===== src/rtl/gf2_pkg.sv =====
// gf2_pkg
//  Shared types and helpers for the GF(2) solver blocks.
//  solve_state_t : FSM encoding of gf2_min_weight_solve.
//  popcount()    : number of set bits in a vector (up to FN_W bits, zero-extend narrower inputs).
//  parity()      : XOR reduction of a vector (up to FN_W bits).
package gf2_pkg;

  typedef enum logic [1:0] {
    IDLE    = 2'd0,
    ANALYZE = 2'd1,
    ENUM    = 2'd2,
    DONE    = 2'd3
  } solve_state_t;

  localparam int FN_W = 32;

  function automatic int unsigned popcount(input logic [FN_W-1:0] v);
    int unsigned c;
    c = 0;
    for (int i = 0; i < FN_W; i++) begin
      c += {31'b0, v[i]};
    end
    return c;
  endfunction

  function automatic logic parity(input logic [FN_W-1:0] v);
    return ^v;
  endfunction

endpackage


===== src/rtl/gf2_free_scatter.sv =====
// gf2_free_scatter
//  Combinational bit deposit (pdep): bit k of i_cnt is placed on the k-th set
//  bit of i_free_mask, scanning from var 0 upward. Positions outside the mask
//  are 0.
//  Ports:
//    i_free_mask [NVARS-1:0]  1 = free variable
//    i_cnt       [NVARS-1:0]  packed free-variable assignment
//    o_free_x    [NVARS-1:0]  assignment scattered to variable positions
module gf2_free_scatter #(
  parameter int NVARS = 3
) (
  input  logic [NVARS-1:0] i_free_mask,
  input  logic [NVARS-1:0] i_cnt,
  output logic [NVARS-1:0] o_free_x
);

  always_comb begin
    int k;
    k        = 0;
    o_free_x = '0;
    for (int j = 0; j < NVARS; j++) begin
      if (i_free_mask[j]) begin
        o_free_x[j] = i_cnt[k];
        k           = k + 1;
      end
    end
  end

endmodule


===== src/rtl/gf2_min_weight_solve.sv =====
// gf2_min_weight_solve
//  Finds the minimum-weight solution x of A*x = b over GF(2), given the reduced
//  augmented matrix [A|b] from gf2_rref. Every assignment of the free
//  variables is tried, one candidate per cycle; the lightest consistent
//  candidate wins, ties going to the earliest candidate.
//  Handshake: start is a pulse sampled only in IDLE together with RREF; busy
//  is high while a run is in flight; done pulses for one cycle and the result
//  outputs are valid from then until the next done.
//  Ports:
//    clk, rst_n  clock, synchronous active-low reset
//    start       begin a run (ignored unless idle)
//    RREF        row r in RREF[r]; bit0 = b, bit (COLS-1-j) = coefficient of var j
//    busy        run in progress
//    done        one-cycle completion pulse
//    solvable    at least one consistent candidate found
//    min_weight  popcount of best solution, all-ones if unsolvable
//    solution    bit j = var j of best solution, 0 if unsolvable
//    o_state     current FSM state (debug)
module gf2_min_weight_solve
  import gf2_pkg::*;
#(
  parameter int ROWS = 4,
  parameter int COLS = 4
) (
  input  logic                       clk,
  input  logic                       rst_n,
  input  logic                       start,
  input  logic [ROWS-1:0][COLS-1:0]  RREF,
  output logic                       busy,
  output logic                       done,
  output logic                       solvable,
  output logic [$clog2(COLS):0]      min_weight,
  output logic [COLS-2:0]            solution,
  output solve_state_t               o_state
);

  localparam int NVARS = COLS - 1;
  localparam int MW    = $clog2(COLS) + 1;
  localparam int CW    = NVARS + 1;
  localparam int FW    = $clog2(NVARS + 1);

  solve_state_t               r_state;
  logic [ROWS-1:0][COLS-1:0]  r_mat;
  logic [NVARS-1:0]           r_piv_mask;
  logic [FW-1:0]              r_free_cnt;
  logic [CW-1:0]              r_cnt;
  logic [MW-1:0]              r_best_w;
  logic [NVARS-1:0]           r_best_x;
  logic                       r_found;

  // Row coefficients re-ordered so bit j is var j.
  logic [ROWS-1:0][NVARS-1:0] w_coef;
  logic [NVARS-1:0]           w_piv_mask;
  logic [NVARS-1:0]           w_free_x;
  logic [NVARS-1:0]           w_piv_val;
  logic [NVARS-1:0]           w_x;
  logic [ROWS-1:0]            w_row_ok;
  logic                       w_consistent;
  logic [MW-1:0]              w_wt;
  logic [CW-1:0]              w_cnt_last;

  genvar r, j;
  generate
    for (r = 0; r < ROWS; r++) begin : g_row
      for (j = 0; j < NVARS; j++) begin : g_col
        assign w_coef[r][j] = r_mat[r][COLS-1-j];
      end
      assign w_row_ok[r] = (parity({{(FN_W-NVARS){1'b0}}, w_coef[r] & w_x}) == r_mat[r][0]);
    end

    for (j = 0; j < NVARS; j++) begin : g_var
      if (j < ROWS) begin : g_piv
        assign w_piv_mask[j] = r_mat[j][COLS-1-j];
        // Back-solve from the pivot row using only the free-variable part.
        assign w_piv_val[j]  = r_mat[j][0] ^
                               parity({{(FN_W-NVARS){1'b0}}, w_coef[j] & w_free_x});
      end else begin : g_nopiv
        assign w_piv_mask[j] = 1'b0;
        assign w_piv_val[j]  = 1'b0;
      end
      assign w_x[j] = r_piv_mask[j] ? w_piv_val[j] : w_free_x[j];
    end
  endgenerate

  gf2_free_scatter #(
    .NVARS (NVARS)
  ) u_scatter (
    .i_free_mask (~r_piv_mask),
    .i_cnt       (r_cnt[NVARS-1:0]),
    .o_free_x    (w_free_x)
  );

  assign w_consistent = &w_row_ok;
  assign w_wt         = MW'(popcount({{(FN_W-NVARS){1'b0}}, w_x}));
  assign w_cnt_last   = (CW'(1) << r_free_cnt) - CW'(1);
  assign o_state      = r_state;

  always_ff @(posedge clk) begin
    if (!rst_n) begin
      r_state    <= IDLE;
      r_mat      <= '0;
      r_piv_mask <= '0;
      r_free_cnt <= '0;
      r_cnt      <= '0;
      r_best_w   <= '1;
      r_best_x   <= '0;
      r_found    <= 1'b0;
      busy       <= 1'b0;
      done       <= 1'b0;
      solvable   <= 1'b0;
      min_weight <= '1;
      solution   <= '0;
    end else begin
      done <= 1'b0;
      case (r_state)
        IDLE: begin
          if (start) begin
            r_mat   <= RREF;
            busy    <= 1'b1;
            r_state <= ANALYZE;
          end
        end
        ANALYZE: begin
          r_piv_mask <= w_piv_mask;
          r_free_cnt <= FW'(NVARS - int'(popcount({{(FN_W-NVARS){1'b0}}, w_piv_mask})));
          r_best_w   <= '1;
          r_best_x   <= '0;
          r_found    <= 1'b0;
          r_cnt      <= '0;
          r_state    <= ENUM;
        end
        ENUM: begin
          // Strict '<' keeps the earliest candidate on a weight tie.
          if (w_consistent && (w_wt < r_best_w)) begin
            r_best_w <= w_wt;
            r_best_x <= w_x;
            r_found  <= 1'b1;
          end
          if (r_cnt == w_cnt_last) begin
            r_state <= DONE;
          end else begin
            r_cnt <= r_cnt + CW'(1);
          end
        end
        DONE: begin
          done       <= 1'b1;
          solvable   <= r_found;
          min_weight <= r_best_w;
          solution   <= r_found ? r_best_x : '0;
          busy       <= 1'b0;
          r_state    <= IDLE;
        end
        default: r_state <= IDLE;
      endcase
    end
  end

endmodule

===== config.mk =====
export PLATFORM = sky130hd
export DESIGN_NAME = gf2_min_weight_solve
export DESIGN_NICKNAME = d
export VERILOG_FILES = /design/src/rtl/gf2_pkg.sv /design/src/rtl/gf2_free_scatter.sv /design/src/rtl/gf2_min_weight_solve.sv
export SDC_FILE = /design/constraint.sdc
export NUM_CORES = 1
export LEC_CHECK = 0
export ABC_AREA = 1
export BUFFER_PORTS_ARGS = -buffer_cell sky130_fd_sc_hd__buf_2
export CORE_ASPECT_RATIO = 0.75
export CORE_MARGIN = 1
export CORE_UTILIZATION = 55
export CTS_CLUSTER_SIZE = 28
export DETAILED_ROUTE_END_ITERATION = 7
export PLACE_DENSITY = 0.83
export SETUP_SLACK_MARGIN = 0.1
export SLEW_MARGIN = 15
export SYNTH_ARGS = -nofsm -noshare
export SYNTH_HDL_FRONTEND = slang
export SYNTH_SLANG_ARGS = --single-unit

===== constraint.sdc =====
create_clock -name clk -period 5.8 [get_ports clk]
set_input_delay 0.58 -clock clk [delete_from_list [all_inputs] [get_ports clk]]
set_output_delay 0.58 -clock clk [all_outputs]
set_load 0.01 [all_outputs]

Word level (Yosys, flattened, before mapping)

Index checks and enable logic that the tools add are counted.
W data, S select, Z words.

Output and inout port bits: 11
Register bits: 43

Add/subtract/negate cells: 8
$lt $le $gt $ge: 3
Mux-type cells: 29
Reductions and logical operators: 17
Shifts and indexed selects: 1
Equal/unequal tests: 12
Bitwise logic cells: 11

Operators by type and width:

| operator              | number |
|---|---|
| $reduce_xor A32 Y1    | 7 |
| $lt A32 B4 Y1 const B | 1 |
| $mux W32              | 1 |
| $and A3 B3 Y3         | 7 |
| $mux W1               | 14 |
| $pmux W3 S2           | 2 |
| $reduce_and A2 Y1     | 5 |
| $mux W3               | 3 |
| $ne A2 B2 Y1 const B  | 4 |
| $pmux W2 S4           | 1 |
| $pmux W4 S2           | 1 |
| $add A1 B1 Y2         | 2 |
| $add A4 B1 Y4 const B | 1 |
| $bmux W1 S2           | 2 |
| $eq A1 B1 Y1          | 4 |
| $eq A2 B2 Y1 const B  | 2 |
| $eq A4 B4 Y1          | 1 |
| $mux W2               | 2 |
| $mux W4               | 1 |
| $pmux W1 S2           | 2 |
| $reduce_and A4 Y1     | 1 |
| $reduce_bool A2 Y1    | 2 |
| $shl A1 B2 Y4 const A | 1 |
| $sub A4 B2 Y4 const B | 1 |
| other kinds (11)      | 13 |

Longest topological paths before layout

Gate-level depths: netlist of the first run.

Depth after elaboration: 19
Gate-level depth with buffers: 26

Modules after synthesis

A second synthesis of the first run with hierarchy kept.

Cells, all modules: 359
Area, all modules: 2419.8 um^2

Modules (own cells, without submodules):

| module               | seq. area each (um^2) | instances | area each (um^2) | cells each |
|---|---|---|---|---|
| gf2_min_weight_solve | 860.8                 | 1         | 2349.8           | 345 |
| gf2_free_scatter     | 0.0                   | 1         | 70.1             | 14 |

Least setup slack after synthesis of the first run

OpenSTA, ideal clock, no wires.

Path kind: flip-flop to flip-flop
Start: reg r_piv_mask[1]
End: reg r_best_w[0]
Data required time: 5.673 ns
Arrival time: 2.953 ns
Path buffers: 1
Stages on the path, launching flop included: 25
Clock period less this slack: 3.080 ns
Slack: 2.720 ns
Cell sequence: dfxtp_1 clkinv_1 ha_1 inv_1 nand2_1 a21oi_4 nand3_1 nand2_1 nand3_1 nand3_2 nand2_2 buf_6 xor2_1 ha_1 inv_1 nand2_1 ha_1 a21oi_1 nor2_1 nor2_1 nand3_1 inv_1 nand2_2 nand3_1 nand3_1

Word-level cells in the longest chain between the ends: 17

RTL lines:

| what                                                   | line                        | text |
|---|---|---|
| start, declared                                        | gf2_min_weight_solve.sv:44  | `logic [NVARS-1:0] r_piv_mask;` |
| start signal, assigned                                 | gf2_min_weight_solve.sv:124 | `r_piv_mask <= w_piv_mask;` |
| branches (longest 17 deep; another with $add A2 B1 Y3) | -                           |  |
| end signal, assigned                                   | gf2_min_weight_solve.sv:135 | `r_best_w <= w_wt;` |
| end, declared                                          | gf2_min_weight_solve.sv:47  | `logic [MW-1:0] r_best_w;` |

Parallel ways; which one is timed is not known. The select of a mux whose other input is x is not followed.
A chain may end at the register's enable or synchronous reset.

Worst setup path in the final report of the first run

Same ends and word-level chain as after synthesis.

==> results of run 1 <==
==> final cells by class <==
cell class	count	area share, %
multi-input cells	248	48.11
flip-flops and latches	43	32.51
inverters	44	6.285
repair buffers	29	5.482
clock buffers	6	2.741
well taps	55	2.599
clock inverters	2	2.268
==> power by group through the flow <==
stage | Combinational (mW) | Sequential [mW] | Clock, mW
after floorplan | 0.378 | 0.425 | 0
after global placement | 0.451 | 0.438 | 0
after detailed placement | 0.468 | 0.439 | 0
after CTS | 0.472 | 0.434 | 0.276
after global routing | 0.539 | 0.445 | 0.290
final | 0.476 | 0.435 | 0.277
==> flip-flops by register name, summed over array words and instances, names as in the netlist <==
name and flops:
busy 1, r_best_x 3, r_found 1, r_piv_mask 3
r_mat 16, r_best_w 3, done 1, r_free_cnt 2
solution 3, o_state 2, r_cnt 4, solvable 1
min_weight 3
==> synthesized netlist by cell type (2+ instances only) <==
| cell type | n |
|---|---|
| sky130_fd_sc_hd__nand2_2 | 6 |
| sky130_fd_sc_hd__inv_1 | 39 |
| sky130_fd_sc_hd__nand2_1 | 94 |
| sky130_fd_sc_hd__nand4_1 | 7 |
| sky130_fd_sc_hd__ha_1 | 8 |
| sky130_fd_sc_hd__inv_2 | 2 |
| sky130_fd_sc_hd__o21ai_0 | 29 |
| sky130_fd_sc_hd__nand2_4 | 2 |
| sky130_fd_sc_hd__xor2_1 | 5 |
| sky130_fd_sc_hd__clkbuf_1 | 5 |
| sky130_fd_sc_hd__a21oi_1 | 22 |
| sky130_fd_sc_hd__nand3_1 | 31 |
| sky130_fd_sc_hd__nand3_2 | 5 |
| sky130_fd_sc_hd__dfxtp_1 | 43 |
| sky130_fd_sc_hd__clkinv_1 | 2 |
| sky130_fd_sc_hd__nor2_2 | 2 |
| sky130_fd_sc_hd__nor2_1 | 28 |
==> final timing paths <==
check	to	slack (ns)	depth (start not counted)	startpoint
worst min-delay path	r_found	0.46	2	r_found
worst min register to register	r_found	0.46	2	r_found
worst max-delay path	r_best_w[0]	2.35	23	r_piv_mask[1]
worst max register to register	r_best_w[0]	2.35	23	r_piv_mask[1]
==> metrics by stage <==
step | util [%] | power, mW | instance area [um2] | instances | hold WS [ns]
global placement | 62.04 | 0.8888 | 2515 | 419 | 0.4363
finish | 65.31 | 1.188 | 2648 | 427 | 0.4631
global route | 65.31 | 1.274 | 2648 | 427 | 0.4734
floorplan | - | 0.8033 | 2340 | 343 | 0.4270
detailed placement | 62.04 | 0.9071 | 2515 | 419 | 0.4432
CTS | 65.31 | 1.182 | 2648 | 427 | 0.4590
==> cells by family after synthesis <==
family | after synthesis
AND/OR/NAND/NOR | 176
flip-flops | 43
XOR/XNOR | 5
adder cells (fa/ha/maj) | 9
buffers and inverters | 52
AO/OA/AOI/OAI | 58
==> metal layers <==
metal / part of all wire, % / vias up / GRT usage [%] / routed length, um
li1: - / 1167 / - / -
met1: 49 / 980 / 35.73 / 2614
met2: 42 / 80 / 36.54 / 2233
met3: 8.0 / 7 / 5.271 / 425
met4: 0.81 / 0 / 7.547 / 43
met5: 0 / - / 0 / 0
==> worst max-delay path: stages (launching register included) <==
cell,delay [ns]
sky130_fd_sc_hd__dfxtp_1,0.37
sky130_fd_sc_hd__clkinv_1,0.20
sky130_fd_sc_hd__ha_1,0.34
sky130_fd_sc_hd__inv_1,0.07
sky130_fd_sc_hd__nand2_1,0.08
sky130_fd_sc_hd__a21oi_4,0.21
sky130_fd_sc_hd__nand4_1,0.13
sky130_fd_sc_hd__nand2_1,0.09
sky130_fd_sc_hd__nand2_1,0.06
sky130_fd_sc_hd__nand3_2,0.06
sky130_fd_sc_hd__nand2_2,0.15
sky130_fd_sc_hd__xor2_1,0.21
sky130_fd_sc_hd__ha_1,0.18
sky130_fd_sc_hd__inv_1,0.07
sky130_fd_sc_hd__nand2_1,0.06
sky130_fd_sc_hd__ha_1,0.26
sky130_fd_sc_hd__a21oi_1,0.14
sky130_fd_sc_hd__nor2_1,0.05
sky130_fd_sc_hd__nor2_1,0.09
sky130_fd_sc_hd__nand3_1,0.11
sky130_fd_sc_hd__inv_1,0.11
sky130_fd_sc_hd__nand2_2,0.10
sky130_fd_sc_hd__nand3_1,0.08
sky130_fd_sc_hd__nand3_1,0.07
==> run_results.csv, run 1 <==
group,metric,value,unit
final_layout,mostFrequentLayoutCell,"sky130_fd_sc_hd__nand2_1",
clock_network,clock_latency,0.29,ns
yosys,mappedNetlistNets,371,
place,globalplace.congestion,0.9082,
grt,first_global_vias,1859,
sta,setup_viol,0,
route,routed_wirelength,5.317,mm
final_layout,layout-drive-gt1-share,14.78,%
final_layout,most-common-layout-cells,"sky130_fd_sc_hd__nand2_1, sky130_fd_sc_hd__dfxtp_1, sky130_fd_sc_hd__inv_1",
route,route.detailed.drc,0,
clock_network,cts-buffers-inserted,5,
final_layout,register_area,860.8,um2
clock_network,cts_sinks,43,
die,die_height,58.49,um
clock_network,cts_root_buffer_type,"sky130_fd_sc_hd__clkbuf_8",
yosys,synth_xor_xnor_area_share,1.872,%
grt,overflow,0,
yosys,async_flop_share,0,%
final_layout,n_fill_cell,373,
yosys,synth-seq-cells,43,
status,run_status,"completed",
clock_network,clk_transition_reported_paths,0.08,ns
yosys,synth_area_leaders,"sky130_fd_sc_hd__dfxtp_1, sky130_fd_sc_hd__nand2_1, sky130_fd_sc_hd__nand3_1",
worst_setup_path,crit_fanout,11,
die,floorplan.initialDensity,57.72,%
place,port_buffers,29,
die,num_rows,20,
power_and_ir_drop,ir_drop,0.3167,mV
sta,slew_headroom,51.75,%
yosys,post_synth_and_or_nand_nor_area_fraction,33.64,%
yosys,postSynthCellCount,343,
power_and_ir_drop,internal-power,696.0,uW
power_and_ir_drop,share_comb_of_total_power,40.1,%
yosys,synth_compound_gate_area_share,13.80,%
sta,timing.final.crit_share,59.42,%
die,dieArea,4522,um2
clock_network,cts.repair.resized,0,
yosys,muxShareOfSynthArea,0,%
yosys,synth.yosys.seq_area_share,36.79,%
yosys,number_of_enable_flip_flop_cells_after_synthesis,0,
yosys,synthAdderAreaFrac,5.134,%
worst_setup_path,critical_path.endpoint_type,"flip-flop",
worst_hold_path,hold_class,"reg -> reg",
yosys,synthesis.area_per_instance,6.821,um2
power_and_ir_drop,static-leakage-power,1.273,nW
sta,tightest_slew,0.7144,ns
die,fp.dieW,77.32,um
route,drt_first_iter_violations,211,
sta,slew_violations,0,
yosys,cell_taking_the_most_area_after_synthesis,"sky130_fd_sc_hd__dfxtp_1",
sta,grt_setup_unrepaired,"false",
power_and_ir_drop,pwr-share-seq,36.6,%
clock_network,cts_setup_buffers,0,
route,route.vias.total,2234,
worst_setup_path,critPathArrivalTime,3.60,ns
power_and_ir_drop,p_sw,492.1,uW
route,via_per_inst,5.232,
grt,grt_pass1_wl,8.569,mm
clock_network,cts_hold_buf,0,
sta,timing.final.crit_period,3.447,ns
final_layout,num-nets-final,399,
yosys,netlist.area_leader.share,36.79,%
route,detail_route.first_pass.iterations,4,
place,detailed_place_hpwl,3.929,mm
die,floorplan.core_area,4054,um2
clock_network,max-clock-path-buffers,2,
sta,worst_skew,0.006165,ns
place,pre_cts_slack,2.412,ns
job,max_cap_viol_count,0,
clock_network,cts.htree.levels,2,
route,antenna_violating_nets_post_route,0,
final_layout,area_used_by_multi_input_combinational_logic,1274,um2
grt,antenna_found_initial,0,
sta,totalNegativeSetupSlack,0,ns
worst_setup_path,critical_path_class,"reg -> reg",
yosys,largest_family_of_logic_cells_by_synthesized_area,"simple AND/OR/NAND/NOR gates",
die,io_pins,30,
yosys,synth_ff_type,"sky130_fd_sc_hd__dfxtp_1",
power_and_ir_drop,pwr_density_cell,448.8,nW/um2
worst_setup_path,timing.critical_path.from_type,"flip-flop",
sta,worst_setup_slack_after_layout,2.353,ns
final_layout,n_antenna_cell,0,
final_layout,area_delta_synth_final,13.16,%
grt,grt_start_max_net_pins,37,
worst_setup_path,cp.required,5.96,ns
power_and_ir_drop,sw_frac_of_total,41.42,%
yosys,yosysUniqueCellTypes,30,
power_and_ir_drop,p_clk_share,23.3,%
sta,fmax,0.2901,GHz
clock_network,cts_tree,"done",
yosys,synth.cell_area,2340,um2
sta,final_hold_viol_count,0,
route,wl_per_cell,12.45,um
yosys,synth_warnings,0,
grt,grtUsageTotal,24.56,%
Note: power is estimated with default switching activity, not from simulation.
==> run 2, diff against run 1 <==
Settings changed: ABC_AREA 1 to 0, CORE_UTILIZATION 55 to 53.
Clock period 5.8 ns to 2.8 ns, I/O delays scaled along.
==> run 2 against run 1 <==
- power is 85% higher
- critical path depth decreased by 5
- area after synthesis rose by 11%
- routed wire length rose by 35%
- register-to-register slack lost 3.1 ns
- the flow now finishes with violations (negative setup slack)
- sequential share of layout area shrank 6.1 points
- highest routed layer unchanged
- non-clock buffer count grew 42
==> run_results.csv, run 2 <==
group,metric,value,unit
worst_setup_path,cp.required,2.96,ns
place,globalplace.congestion,0.9244,
sta,worst_setup_slack_after_layout,-0.7918,ns
final_layout,num-nets-final,385,
power_and_ir_drop,pwr-share-seq,37.4,%
worst_hold_path,hold_class,"in -> reg",
clock_network,cts_sinks,43,
clock_network,clock_latency,0.31,ns
worst_setup_path,worst-r2r-cell-count,18,
sta,worst_hold_slack,0.2118,ns
place,port_buffers,29,
route,wl_per_cell,17.26,um
clock_network,cts-buffers-inserted,5,
grt,grt_start_max_net_pins,44,
clock_network,clk_transition_reported_paths,0.09,ns
sta,slew_violations,0,
grt,grtUsageTotal,25.63,%
yosys,synth_warnings,0,
die,floorplan.initialDensity,56.60,%
route,detail_route.first_pass.iterations,7,
sta,slew_headroom,57.24,%
yosys,synth_ff_type,"sky130_fd_sc_hd__dfxtp_1",
worst_hold_path,hold_path_depth,3,
grt,overflow,0,
final_layout,area_delta_synth_final,25.53,%
job,max_cap_viol_count,0,
grt,antenna_found_initial,0,
route,routed_wirelength,7.164,mm
power_and_ir_drop,ir_drop,0.4452,mV
yosys,yosysUniqueCellTypes,70,
worst_setup_path,critical_path_class,"reg -> reg",
place,pre_cts_slack,-0.6697,ns
worst_setup_path,crit_fanout,6,
yosys,mappedNetlistNets,325,
final_layout,largest_register_ffs,16,
power_and_ir_drop,pwr_density_cell,674.0,nW/um2
die,fp.dieW,82.92,um
sta,grt_setup_unrepaired,"true",
yosys,synth.cell_area,2602,um2
sta,setup_viol,7,
final_layout,mostFrequentLayoutCell,"sky130_fd_sc_hd__nand2_1",
yosys,number_of_enable_flip_flop_cells_after_synthesis,0,
sta,timing.final.crit_share,128.3,%
sta,fmax,0.2784,GHz
die,num_rows,21,
worst_setup_path,setup.reg_to_reg.worst_slack,-0.79,ns
clock_network,max-clock-path-buffers,2,
route,route.detailed.drc,0,
power_and_ir_drop,static-leakage-power,1.376,nW
final_layout,layout.core_utilization,71.05,%
worst_setup_path,critical_path.endpoint_type,"flip-flop",
final_layout,n_fill_cell,302,
power_and_ir_drop,internal-power,1.338,mW
yosys,top_cell_types_by_occurrence_after_synthesis,"sky130_fd_sc_hd__nand2_1, sky130_fd_sc_hd__dfxtp_1, sky130_fd_sc_hd__a21boi_0",
die,floorplan.core_area,4598,um2
worst_hold_path,whs_endpoint,"r_mat[15]",
grt,first_global_vias,2215,
clock_network,cts_tree,"done",
route,antenna_violating_nets_post_route,0,
power_and_ir_drop,share_comb_of_total_power,42.9,%
final_layout,largest-register,"r_mat",
worst_setup_path,reg_to_reg_startpoint,"r_piv_mask[1]",
die,die_height,62.69,um
yosys,synth.yosys.seq_area_share,33.08,%
yosys,synthesis.area_per_instance,8.763,um2
die,dieArea,5198,um2
worst_setup_path,critPathArrivalTime,3.75,ns
final_layout,n_antenna_cell,0,
power_and_ir_drop,sw_frac_of_total,39.22,%
power_and_ir_drop,p_sw,863.6,uW
sta,final_hold_viol_count,0,
worst_hold_path,timing.hold.worst.start,"RREF[15]",
yosys,synth_area_leaders,"sky130_fd_sc_hd__dfxtp_1, sky130_fd_sc_hd__nand2_1, sky130_fd_sc_hd__a21boi_0",
worst_setup_path,timing.critical_path.from_type,"flip-flop",
final_layout,most-common-layout-cells,"sky130_fd_sc_hd__nand2_1, sky130_fd_sc_hd__dfxtp_1, sky130_fd_sc_hd__buf_4",
power_and_ir_drop,p_clk_share,19.7,%
clock_network,cts_hold_buf,0,
yosys,netlist.area_leader.share,33.08,%
die,io_pins,30,
sta,worst_skew,0.005571,ns
worst_setup_path,r2r-end,"r_best_w[1]",
sta,tightest_slew,0.6414,ns
grt,grt_pass1_wl,10.57,mm
yosys,synth-seq-cells,43,
route,drt_first_iter_violations,196,
status,run_status,"finished, violations left",
yosys,yosysMostFrequentCell,"sky130_fd_sc_hd__nand2_1",
status,failed_checks,"negative setup slack",
route,route.vias.total,2458,
final_layout,layout-drive-gt1-share,32.96,%
final_layout,layout_top_registers,"r_mat (16), r_cnt (4)",
yosys,cell_taking_the_most_area_after_synthesis,"sky130_fd_sc_hd__dfxtp_1",
yosys,async_flop_share,0,%
route,via_per_inst,5.923,
sta,timing.final.crit_period,3.592,ns
place,detailed_place_hpwl,4.323,mm
clock_network,cts_root_buffer_type,"sky130_fd_sc_hd__clkbuf_8",
yosys,postSynthCellCount,297,
clock_network,cts.htree.levels,2,
[run 2: per-layer routing]
metal	up-vias	global-route usage [%]	routed length, um
li1	1144	-	-
met2	109	43.24	3449
met1	1177	33.20	3034
met5	-	0	0
met3	28	5.020	438
met4	0	7.974	242
[run 2: how the worst max path moves through the flow]
stage / from / end / cells after the start
3_5_place_dp: r_piv_mask[0] / r_best_w[0] / 18
3_3_place_gp: r_piv_mask[0] / r_best_w[1] / 18
6_report: r_piv_mask[1] / r_best_w[1] / 18
4_1_cts: r_piv_mask[0] / r_best_x[0] / 17
2_1_floorplan: r_piv_mask[0] / r_best_x[0] / 20
5_1_grt: r_piv_mask[1] / r_best_w[1] / 18
[run 2: what timing repair did]
item	in CTS	in global routing
pin swaps	10	5
setup endpoints to repair	7	7
gates resized for setup	9	14
buffers inserted	4	1
endpoints found under the hold margin	0	0
gates cloned	0	0
[run 2: power groups by stage]
| stage | Combinational [mW] | Clock, mW | Sequential [mW] |
|---|---|---|---|
| final | 0.944 | 0.434 | 0.824 |
| after global routing | 1.02 | 0.463 | 0.830 |
| after CTS | 0.850 | 0.431 | 0.813 |
| after detailed placement | 0.822 | 0 | 0.824 |
| after global placement | 0.790 | 0 | 0.820 |
| after floorplan | 0.585 | 0 | 0.818 |
[run 2: final cells by class]
class | count | area (um2) | area share, %
Clock buffer | 6 | 82.58 | 2.528
Sequential cell | 43 | 863.3 | 26.43
Multi-Input combinational cell | 228 | 1739 | 53.24
Tap cell | 57 | 71.32 | 2.183
Timing Repair Buffer | 71 | 464.2 | 14.21
Clock inverter | 2 | 16.27 | 0.4979
Inverter | 8 | 30.03 | 0.9192
[run 2: metrics by stage]
step	cells	power, mW	instance area (um2)	TNS (ns)
after detailed placement	402	1.646	3009	-4.413
after global placement	402	1.610	3009	-3.317
after CTS	414	2.094	3179	-3.274
after floorplan	297	1.403	2623	-3.339
final	415	2.202	3267	-5.028
after global routing	415	2.316	3267	-5.470
[run 2: worst max-delay path, stage by stage (launching register included)]
cell and delay, ns:
sky130_fd_sc_hd__dfxtp_2 0.36, sky130_fd_sc_hd__inv_2 0.06, sky130_fd_sc_hd__ha_4 0.17, sky130_fd_sc_hd__mux2i_4 0.20
sky130_fd_sc_hd__o31ai_4 0.25, sky130_fd_sc_hd__nand2_2 0.14, sky130_fd_sc_hd__xnor2_4 0.23, sky130_fd_sc_hd__mux2i_2 0.30
sky130_fd_sc_hd__a21o_1 0.21, sky130_fd_sc_hd__xnor2_2 0.14, sky130_fd_sc_hd__ha_2 0.20, sky130_fd_sc_hd__o21bai_4 0.13
sky130_fd_sc_hd__ha_4 0.23, sky130_fd_sc_hd__a21oi_2 0.13, sky130_fd_sc_hd__o21a_1 0.18, sky130_fd_sc_hd__o211ai_4 0.12
sky130_fd_sc_hd__buf_6 0.16, sky130_fd_sc_hd__nor2_2 0.13, sky130_fd_sc_hd__o21ai_1 0.09
[run 2: cells by family after synthesis]
family          synth area share (%)
xor+xnor                       7.067
compound gates                 19.09
buf+inv                        5.048
mux                            4.904
flops                          33.08
simple gates                   26.20
fa+ha+maj                      4.616
==> run 3, diff against run 2 <==
Settings changed: MAX_ROUTING_LAYER set to met4.
==> run 3 against run 2 <==
- the run still ends with negative setup slack left
- worst setup slack lost 0.028 ns
- clock power fell by 0.9%
- die area did not move
- combinational power up 2.2%
- critical path type unchanged
- critical endpoint unchanged
==> run_results.csv, run 3 (synthesis results as in run 2) <==
group,metric,value,unit
status,run_status,"finished, violations left",
status,failed_checks,"negative setup slack",
sta,final_hold_viol_count,0,
power_and_ir_drop,static-leakage-power,1.389,nW
grt,grtUsageTotal,26.31,%
worst_setup_path,timing.critical_path.cells,"inv_2, ha_4, mux2i_4, o31ai_4, nand2_2, xnor2_4, mux2i_2, a21o_1, xnor2_2, ha_2, o21bai_4, ha_4, a21oi_2, o21a_1, o211ai_4, buf_6, o211a_1, o21ai_1",
grt,grt.met1_usage,32.95,%
worst_setup_path,critical_path_class,"reg -> reg",
final_layout,layout_top_registers,"r_mat (16), r_cnt (4)",
final_layout,area_delta_synth_final,26.44,%
worst_hold_path,hold_class,"in -> reg",
worst_setup_path,worst-r2r-cell-count,18,
grt,busiest_layer_in_global_routing,"met2",
worst_setup_path,setup.reg_to_reg.worst_slack,-0.82,ns
place,placed_cell_area,3009,um2
die,floorplan.core_area,4598,um2
route,routed_wirelength,7.161,mm
worst_setup_path,reg_to_reg_startpoint,"r_piv_mask[0]",
sta,slew_headroom,56.92,%
grt,antenna_found_initial,0,
sta,worst_skew,0.003264,ns
grt,grt_start_max_net_pins,44,
power_and_ir_drop,pwr_density_cell,674.7,nW/um2
sta,fmax,0.2763,GHz
final_layout,most-common-layout-cells,"sky130_fd_sc_hd__nand2_1, sky130_fd_sc_hd__dfxtp_1, sky130_fd_sc_hd__buf_4",
sta,slew_violations,0,
worst_setup_path,slowest_stage,"sky130_fd_sc_hd__dfxtp_2",
job,max_cap_viol_count,0,
die,die_height,62.69,um
grt,globalRouteMet3Util,5.020,%
worst_setup_path,crit_fanout,6,
final_layout,stdcell_area,3291,um2
worst_hold_path,whs_endpoint,"r_mat[15]",
sta,timing.final.crit_share,129.3,%
worst_setup_path,crit_family,"compound AO/OA/AOI/OAI gates",
sta,timing.final.crit_period,3.620,ns
final_layout,largest-register,"r_mat",
route,route.detailed.drc,0,
final_layout,n_fill_cell,304,
route,route.vias.total,2442,
clock_network,cts_root_buffer_type,"sky130_fd_sc_hd__clkbuf_8",
sta,grt_setup_unrepaired,"true",
clock_network,cts-buffers-inserted,5,
worst_setup_path,r2r-end,"r_best_w[1]",
place,port_buffers,29,
worst_hold_path,hold_path_depth,3,
worst_setup_path,cp.required,2.96,ns
clock_network,max-clock-path-buffers,2,
final_layout,num-nets-final,386,
clock_network,cts_tree,"done",
route,wl_per_cell,17.21,um
power_and_ir_drop,ir_drop,0.4400,mV
sta,worst_setup_slack_after_layout,-0.8197,ns
worst_setup_path,cp_slowest_stage_delay,0.36,ns
clock_network,cts_sinks,43,
die,dieArea,5198,um2
clock_network,cts.htree.levels,2,
worst_setup_path,timing.critical_path.from_type,"flip-flop",
route,detail_route.first_pass.iterations,4,
worst_setup_path,critical_path.endpoint_type,"flip-flop",
final_layout,area_used_by_multi_input_combinational_logic,1752,um2
die,floorplan.initialDensity,56.60,%
clock_network,cts_hold_buf,0,
grt,global_route.usage.met2,43.34,%
final_layout,largest_register_ffs,16,
sta,worst_hold_slack,0.2162,ns
final_layout,register_area,863.3,um2
worst_setup_path,critPathMostFrequentCell,"sky130_fd_sc_hd__ha_4",
grt,grt_pass1_wl,10.56,mm
route,antenna_violating_nets_post_route,0,
clock_network,clk_transition_reported_paths,0.08,ns
sta,tightest_slew,0.6462,ns
grt,first_global_vias,2226,
route,via_per_inst,5.870,
grt,overflow,0,
worst_hold_path,timing.hold.worst.start,"RREF[15]",
route,drt_first_iter_violations,270,
die,io_pins,30,
worst_setup_path,worst_path_buffer_plus_inverter_count,2,
worst_setup_path,timing.critical_path.depth,18,
place,globalplace.congestion,0.9407,
die,num_rows,21,
die,fp.dieW,82.92,um
final_layout,mostFrequentLayoutCell,"sky130_fd_sc_hd__nand2_1",
place,pre_cts_slack,-0.6697,ns
worst_setup_path,critPathArrivalTime,3.78,ns
place,detailed_place_hpwl,4.323,mm
clock_network,clock_latency,0.31,ns
sta,setup_viol,7,
final_layout,n_antenna_cell,0,
final_layout,layout-drive-gt1-share,33.70,%
run 3: cell count changes in the layout (fill, tap and decap cells not counted):
| cell | previous run | this run |
|---|---|---|
| sky130_fd_sc_hd__nand2b_1 | 10 | 9 |
| sky130_fd_sc_hd__nand3_2 | 0 | 1 |
| sky130_fd_sc_hd__buf_6 | 1 | 2 |
| sky130_fd_sc_hd__nor2_2 | 2 | 3 |
| sky130_fd_sc_hd__nand3_1 | 7 | 6 |
| sky130_fd_sc_hd__or3b_4 | 1 | 0 |
| sky130_fd_sc_hd__nor2_1 | 12 | 11 |
| sky130_fd_sc_hd__or3b_1 | 0 | 1 |
| sky130_fd_sc_hd__nand2b_4 | 0 | 1 |
run 3: power breakdown:
part / switching [mW] / total [mW] / leakage [nW] / internal (mW)
logic: 0.535 / 0.965 / 0.990 / 0.431
registers: 0.111 / 0.824 / 0.351 / 0.714
clock network: 0.229 / 0.430 / 0.0474 / 0.201
run 3: worst max path at each step:
stage / from / end / slack, ns
2_1_floorplan: r_piv_mask[0] / r_best_x[0] / -0.63
3_3_place_gp: r_piv_mask[0] / r_best_w[1] / -0.50
3_5_place_dp: r_piv_mask[0] / r_best_w[0] / -0.67
4_1_cts: r_piv_mask[0] / r_best_x[0] / -0.51
5_1_grt: r_piv_mask[0] / r_best_w[1] / -0.86
6_report: r_piv_mask[0] / r_best_w[1] / -0.82
run 3: metal layers:
| layer | part of all wire, % | vias to the layer above | routed length (um) |
|---|---|---|---|
| met4 | 3.2 | 0 | 231 |
| met1 | 43 | 1163 | 3050 |
| met2 | 47 | 111 | 3382 |
| li1 | - | 1140 | - |
| met5 | 0 | - | 0 |
| met3 | 6.9 | 28 | 497 |
run 3: final cells by class:
class	instances	area share (%)
tap	57	2.167
clock inverter	2	0.4943
multi-input combinational	228	53.23
timing repair buffer	72	14.45
inverter	8	0.9125
clock buffer	6	2.510
sequential	43	26.24
run 3: what timing repair did:
action / in CTS / in global routing
gates resized for setup: 9 / 17
pin swaps: 10 / 4
cloned: 0 / 0
hold endpoints to repair: 0 / 0
setup buffers: 4 / 2
setup endpoints to repair: 7 / 7
run 3: worst register-to-register path, cell delays in order (launching register included):
cell and delay, ns:
sky130_fd_sc_hd__dfxtp_2 0.36, sky130_fd_sc_hd__inv_2 0.06, sky130_fd_sc_hd__ha_4 0.18, sky130_fd_sc_hd__mux2i_4 0.20, sky130_fd_sc_hd__o31ai_4 0.28, sky130_fd_sc_hd__nand2_2 0.16, sky130_fd_sc_hd__xnor2_4 0.22, sky130_fd_sc_hd__mux2i_2 0.27
sky130_fd_sc_hd__a21o_1 0.21, sky130_fd_sc_hd__xnor2_2 0.09, sky130_fd_sc_hd__ha_2 0.17, sky130_fd_sc_hd__o21bai_4 0.18, sky130_fd_sc_hd__ha_4 0.29, sky130_fd_sc_hd__a21oi_2 0.04, sky130_fd_sc_hd__o21a_1 0.21, sky130_fd_sc_hd__o211ai_4 0.15
sky130_fd_sc_hd__buf_6 0.18, sky130_fd_sc_hd__o211a_1 0.16, sky130_fd_sc_hd__o21ai_1 0.07
run 3: per-stage QoR:
step	TNS (ns)	cells	power, mW	utilization [%]
after floorplan	-3.339	297	1.403	-
after detailed placement	-4.413	402	1.646	65.44
after CTS	-3.274	414	2.094	69.14
after global placement	-3.317	402	1.610	65.44
final	-5.173	416	2.220	71.56
after global routing	-5.453	416	2.329	71.56
